**src/rtl/debounce_filter.sv**
```systemverilog
// debounce_filter: per-channel digital debounce for slow level inputs.
// Each channel must see DEPTH consecutive sampled edges at a new level before
// its filtered output follows; a single sample at the old level restarts the
// count. rise/fall are registered one-clock pulses that line up with the new
// sig_out value.
// Optional feature: define DEBOUNCE_SYNC_EN to put a 2-flop synchroniser in
// front of every channel. It runs on every clock and adds 2 clocks of latency.
module debounce_filter #(
  parameter int CH    = 4,
  parameter int DEPTH = 4,
  parameter int CW    = $clog2(DEPTH)
) (
  input  logic          clock,
  input  logic          reset,
  input  logic          sample_en,
  input  logic [CH-1:0] sig_in,
  output logic [CH-1:0] sig_out,
  output logic [CH-1:0] rise,
  output logic [CH-1:0] fall
);

  localparam logic [CW-1:0] CNT_LAST = CW'(DEPTH - 1);
  localparam logic [CW-1:0] CNT_ONE  = CW'(1);

  logic [CH-1:0]         samp;
  logic [CH-1:0][CW-1:0] cnt_q, cnt_d;
  logic [CH-1:0]         sig_out_q, sig_out_d;
  logic [CH-1:0]         rise_q, rise_d;
  logic [CH-1:0]         fall_q, fall_d;

`ifdef DEBOUNCE_SYNC_EN
  logic [CH-1:0] sync1_q, sync1_d;
  logic [CH-1:0] sync2_q, sync2_d;

  // Synchroniser next-state: a plain two-stage shift of the raw inputs.
  always_comb begin
    sync1_d = sig_in;
    sync2_d = sync1_q;
  end

  // Synchroniser flops run every clock, independent of the sampling strobe.
  always_ff @(posedge clock or posedge reset) begin
    if (reset) begin
      sync1_q <= '0;
      sync2_q <= '0;
    end else begin
      sync1_q <= sync1_d;
      sync2_q <= sync2_d;
    end
  end

  assign samp = sync2_q;
`else
  assign samp = sig_in;
`endif

  // Per-channel count/accept decision; channels never interact.
  always_comb begin
    cnt_d     = cnt_q;
    sig_out_d = sig_out_q;
    rise_d    = '0;
    fall_d    = '0;
    for (int i = 0; i < CH; i++) begin
      if (sample_en) begin
        if (samp[i] == sig_out_q[i]) begin
          cnt_d[i] = '0;
        end else if (cnt_q[i] == CNT_LAST) begin
          // DEPTH-th consecutive sample at the new level: accept it.
          sig_out_d[i] = samp[i];
          cnt_d[i]     = '0;
          rise_d[i]    = samp[i];
          fall_d[i]    = ~samp[i];
        end else begin
          cnt_d[i] = cnt_q[i] + CNT_ONE;
        end
      end
    end
  end

  // Filter state and edge pulses, all cleared asynchronously by reset.
  always_ff @(posedge clock or posedge reset) begin
    if (reset) begin
      cnt_q     <= '0;
      sig_out_q <= '0;
      rise_q    <= '0;
      fall_q    <= '0;
    end else begin
      cnt_q     <= cnt_d;
      sig_out_q <= sig_out_d;
      rise_q    <= rise_d;
      fall_q    <= fall_d;
    end
  end

  assign sig_out = sig_out_q;
  assign rise    = rise_q;
  assign fall    = fall_q;

endmodule

```
**config.mk**
```make
export PLATFORM = sky130hd
export DESIGN_NAME = debounce_filter
export DESIGN_NICKNAME = d
export VERILOG_FILES = /design/src/rtl/debounce_filter.sv
export SDC_FILE = /design/constraint.sdc
export NUM_CORES = 1
export LEC_CHECK = 0
export BUFFER_PORTS_ARGS = -buffer_cell sky130_fd_sc_hd__buf_4
export CORE_MARGIN = 2
export CORE_UTILIZATION = 51
export CTS_CLUSTER_DIAMETER = 100
export DETAILED_ROUTE_END_ITERATION = 7
export GPL_ROUTABILITY_DRIVEN = 0
export HOLD_SLACK_MARGIN = 0.12
export PLACE_DENSITY_LB_ADDON = 0.05
export SYNTH_ARGS = -nofsm -noshare
export SYNTH_HDL_FRONTEND = slang
export SYNTH_SLANG_ARGS = --single-unit
```
**constraint.sdc**
```tcl
create_clock -name clock -period 1.4 [get_ports clock]
set_clock_uncertainty 0.05 [all_clocks]
set_input_delay 0.28 -clock clock [delete_from_list [all_inputs] [get_ports clock]]
set_output_delay 0.28 -clock clock [all_outputs]
set_load 0.05 [all_outputs]
```
Word level (Yosys, flattened, before mapping)
Cells that the tools add are included.

cells by class
  $add $sub $neg = 4
  equal/unequal tests = 8
  muxes and demuxes = 32
  bitwise operators = 8
  reduce and logical (&&, ||, !) cells = 4

operator list
  operator               count
  $mux W1                24
  $mux W2                8
  $reduce_and A3 Y1      4
  $add A2 B1 Y2 const B  4
  $eq A2 B2 Y1 const B   4
  $not A1 Y1             8
  $eq A1 B1 Y1           4

word-level totals
  flip-flop bits (word level) = 20
  bits of input ports = 7
  output and inout bits = 12

Logic depth before layout (Yosys ltp)
  depth after elaboration = 4
  mapped depth = 4
  depth with buffers taken out = 3

Least setup slack after synthesis
Ideal clock, no wire load.

  path type = register to register
  start point = register cnt_q[0] (netlist name)
  end point = register sig_out_q[0], in the netlist sig_out[0]
  setup time = 0.125 ns
  arrival time = 0.984 ns
  slack = 0.241 ns
  stages on the path, launching flop included = 4
  buffers on the path = 0
  cell sequence = dfrtp_1 > ha_1 > nand2_1 > mux2_2

on the way
  word-level cells in the longest chain between the ends = 2

RTL lines
  element                      RTL line  RTL
  start, declared              26        logic [CH-1:0][CW-1:0] cnt_q, cnt_d;
  start signal, assigned       88        cnt_q <= cnt_d;
  $eq A2 B2 Y1                 67        end else if (cnt_q[i] == CNT_LAST) begin
  $reduce_and A3 Y1 (no line)  n/a
  end signal, assigned         89        sig_out_q <= sig_out_d;
  end, declared                27        logic [CH-1:0] sig_out_q, sig_out_d;

Every way passes these cells.
A chain may end at the register's enable or synchronous reset.

Final worst setup path
  start point = register sig_out_q[2], in the netlist sig_out[2]
  end point = output port sig_out[2]

RTL lines
  element        RTL line  RTL
  end, declared  17        output logic [CH-1:0] sig_out,

No word-level cell between the ends.

==> impl_metrics.yaml <==
logic_synthesis:
  synth_top_family_by_area: "simple AND/OR/NAND/NOR gates"
  syn_nets: 82
  avgSynthCellArea_um2: 12.27
  synth_seq_cells: 20
  synth_top_area_frac: 0.5747
  ys_warn_count: 0
  seq_area_frac_synth: 0.5747
  synthMuxAreaShare: 0.05172
  synthTopCellsByArea: "dfrtp_1 57%, nor3b_1 6.9%, ha_1 5.7%"
  netlist-cell-type-count: 12
  synth-adder-area-share: 0.05747
  synth_xor_area_frac: 0.04023
  synth_compound_area_frac: 0.07902
  synth_area_leader_cell: "dfrtp_1"
  synth_simple_gate_area_frac: 0.1437
  netlist_area_um2: 870.8
  synthCells: 71
clocking:
  clk_latency_ps: 290
  cts_buffer_depth: 2
  cts.sinks: 20
  root_buffer: "clkbuf_4"
  cts_setup_buffers: 0
  cts_buffers: 3
  cts_tree: "yes"
  clk_pin_slew_ps: 110
  cts_resized: 0
  htreeDepth: 1
setup_path:
  critical_path_buf_inv_count: 1
  crit_path_max_incr_delay_ps: 440
  crit_chain: "buf_4"
  worstSetupPathType: "reg2out"
  slowest_stage: "dfrtp_1"
  worstPathArrival_ps: 950
  endpoint_kind: "output pin"
  critPathTopFamily: "flip-flops"
  required_ps: 1070
  start_kind: "flop"
  path_max_fanout: 5
run_status:
  outcome: "complete, no violations"
floorplan:
  start_util: 0.5586
  die_x_um: 45.32
  die_area_um2: 2054
  die_h_um: 45.32
  ios: 19
  coreArea_um2: 1559
  rows: 14
finish:
  fillerInstances: 120
  nets: 109
  syn_to_final_growth_pct: 25.57
  drive_gt1_frac: 0.3021
  antennaDiodeCount: 0
global_route:
  grt_max_degree: 21
  grt_pass1_wl_um: 2290
  antenna_found_initial: 0
  grt-ovfl-total: 0
  grt_usage: 0.1573
  grt_pass1_vias: 546
route:
  num_vias: 576
  post_drt_wl_per_cell_um: 12.49
  drc: 0
  final_antenna_net_count: 0
  initialDrtViolationCount: 6
  totalWireLength_um: 1399
  drt-pass1-iter-count: 4
  viasPerCell: 5.143
sta:
  layout_min_cycle_time_ps: 1285
  fin_crit_sh: 0.9177
  finalSetupViolCount: 0
  fmax_mhz: 778.4
  hold_violations: 0
  max-slew-margin-rel: 0.8333
  rsz0062_at_grt: "no"
  tightest_slew_ps: 248.3
  setup-tns-final_ps: 0
  slew_viol_final: 0
power_and_ir_drop:
  ir_drop_uv: 1111
  finalPower_mw: 2.010
  leakage_nw: 0.5351
  power_density_nw_per_um2: 1838
run:
  cap_violations: 0
placed_design:
  dpl.hpwl_um: 976.5
  io_buffers: 18
worst_hold_path:
  holdCritPathClass: "in2reg"
==> per-layer routing <==
metal | vias to the layer above | GRT usage | wire, um
met4 | 0 | 0.08824 | 26
met1 | 272 | 0.1901 | 653
met2 | 10 | 0.2629 | 676
met5 | - | 0 | 0
met3 | 4 | 0.02800 | 43
li1 | 290 | - | -
==> through the flow <==
| step | worst slack, ps | area [um^2] | hold WS, ps | util | std cells |
|---|---|---|---|---|---|
| after floorplan | 241.1 | 870.8 | 193.8 | - | 71 |
| after global routing | 77.09 | 1094 | 264.4 | 0.7014 | 112 |
| final | 115.2 | 1094 | 261.7 | 0.7014 | 112 |
| after CTS | 100.3 | 1094 | 248.7 | 0.7014 | 112 |
| after global placement | 191.8 | 1021 | 162.8 | 0.6549 | 104 |
| after detailed placement | 167.3 | 1021 | 166.4 | 0.6549 | 104 |
==> cells in the mapped netlist, drive strengths merged <==
master  count
ha          4
o22ai       8
or3b        4
xnor2       4
mux2        4
inv         9
nand2       8
buf         2
nor3b       8
dfrtp      20
==> placed cells by master, fill, tap and decap left out <==
cell type,synthesis,routed
buf_4,1,19
clkbuf_4,0,3
dfrtp_1,20,20
dlygate4sd3_1,0,5
ha_1,4,4
inv_1,9,9
mux2_2,4,4
nand2_1,8,8
nor3b_1,8,8
o22ai_1,5,5
o22ai_2,3,3
or3b_1,4,4
xnor2_1,4,4
==> what timing repair did <==
item | in CTS | in global routing
hold buffers | 5 | 0
endpoints found under the setup margin | 0 | 0
endpoints found under the hold margin | 9 | 0
==> power breakdown <==
group,switching [mW],internal [mW]
registers,0.143,0.752
clock network,0.164,0.100
logic,0.481,0.371
==> state kept, by name (all words and copies together) (netlist names) <==
| signal | flops |
|---|---|
| rise | 4 |
| fall | 4 |
| cnt_q | 8 |
| sig_out | 4 |
==> worst paths after layout <==
path | startpoint | endpoint | slack [ps] | cells after the start
min in group asynchronous | reset | cnt_q[0] | 410 | 3
setup / recovery | sig_out[2] | sig_out[2] | 120 | 1
setup reg to reg | cnt_q[0] | sig_out[0] | 160 | 3
hold / removal | sample_en | cnt_q[6] | 260 | 2
max in group asynchronous | reset | fall[3] | 420 | 4
hold reg to reg | sig_out[3] | rise[3] | 470 | 1
==> cells by family after synthesis <==
kind of cell,Yosys count
and+or+nand+nor,20
muxes,4
xor gates and xnor gates,4
DFF,20
AOI/OAI and AO/OA,8
adders and majority gates,4
buffers and inverters,11
==> cell type report <==
type,count,area (um^2),area share
Sequential cell,20,500.5,0.4577
Multi-Input combinational cell,40,324.1,0.2963
Timing Repair Buffer,24,192.7,0.1762
Inverter,9,33.78,0.03089
Clock buffer,3,22.52,0.02059
Tap cell,16,20.02,0.01831
No activity file was read; power rests on OpenSTA's default activity.
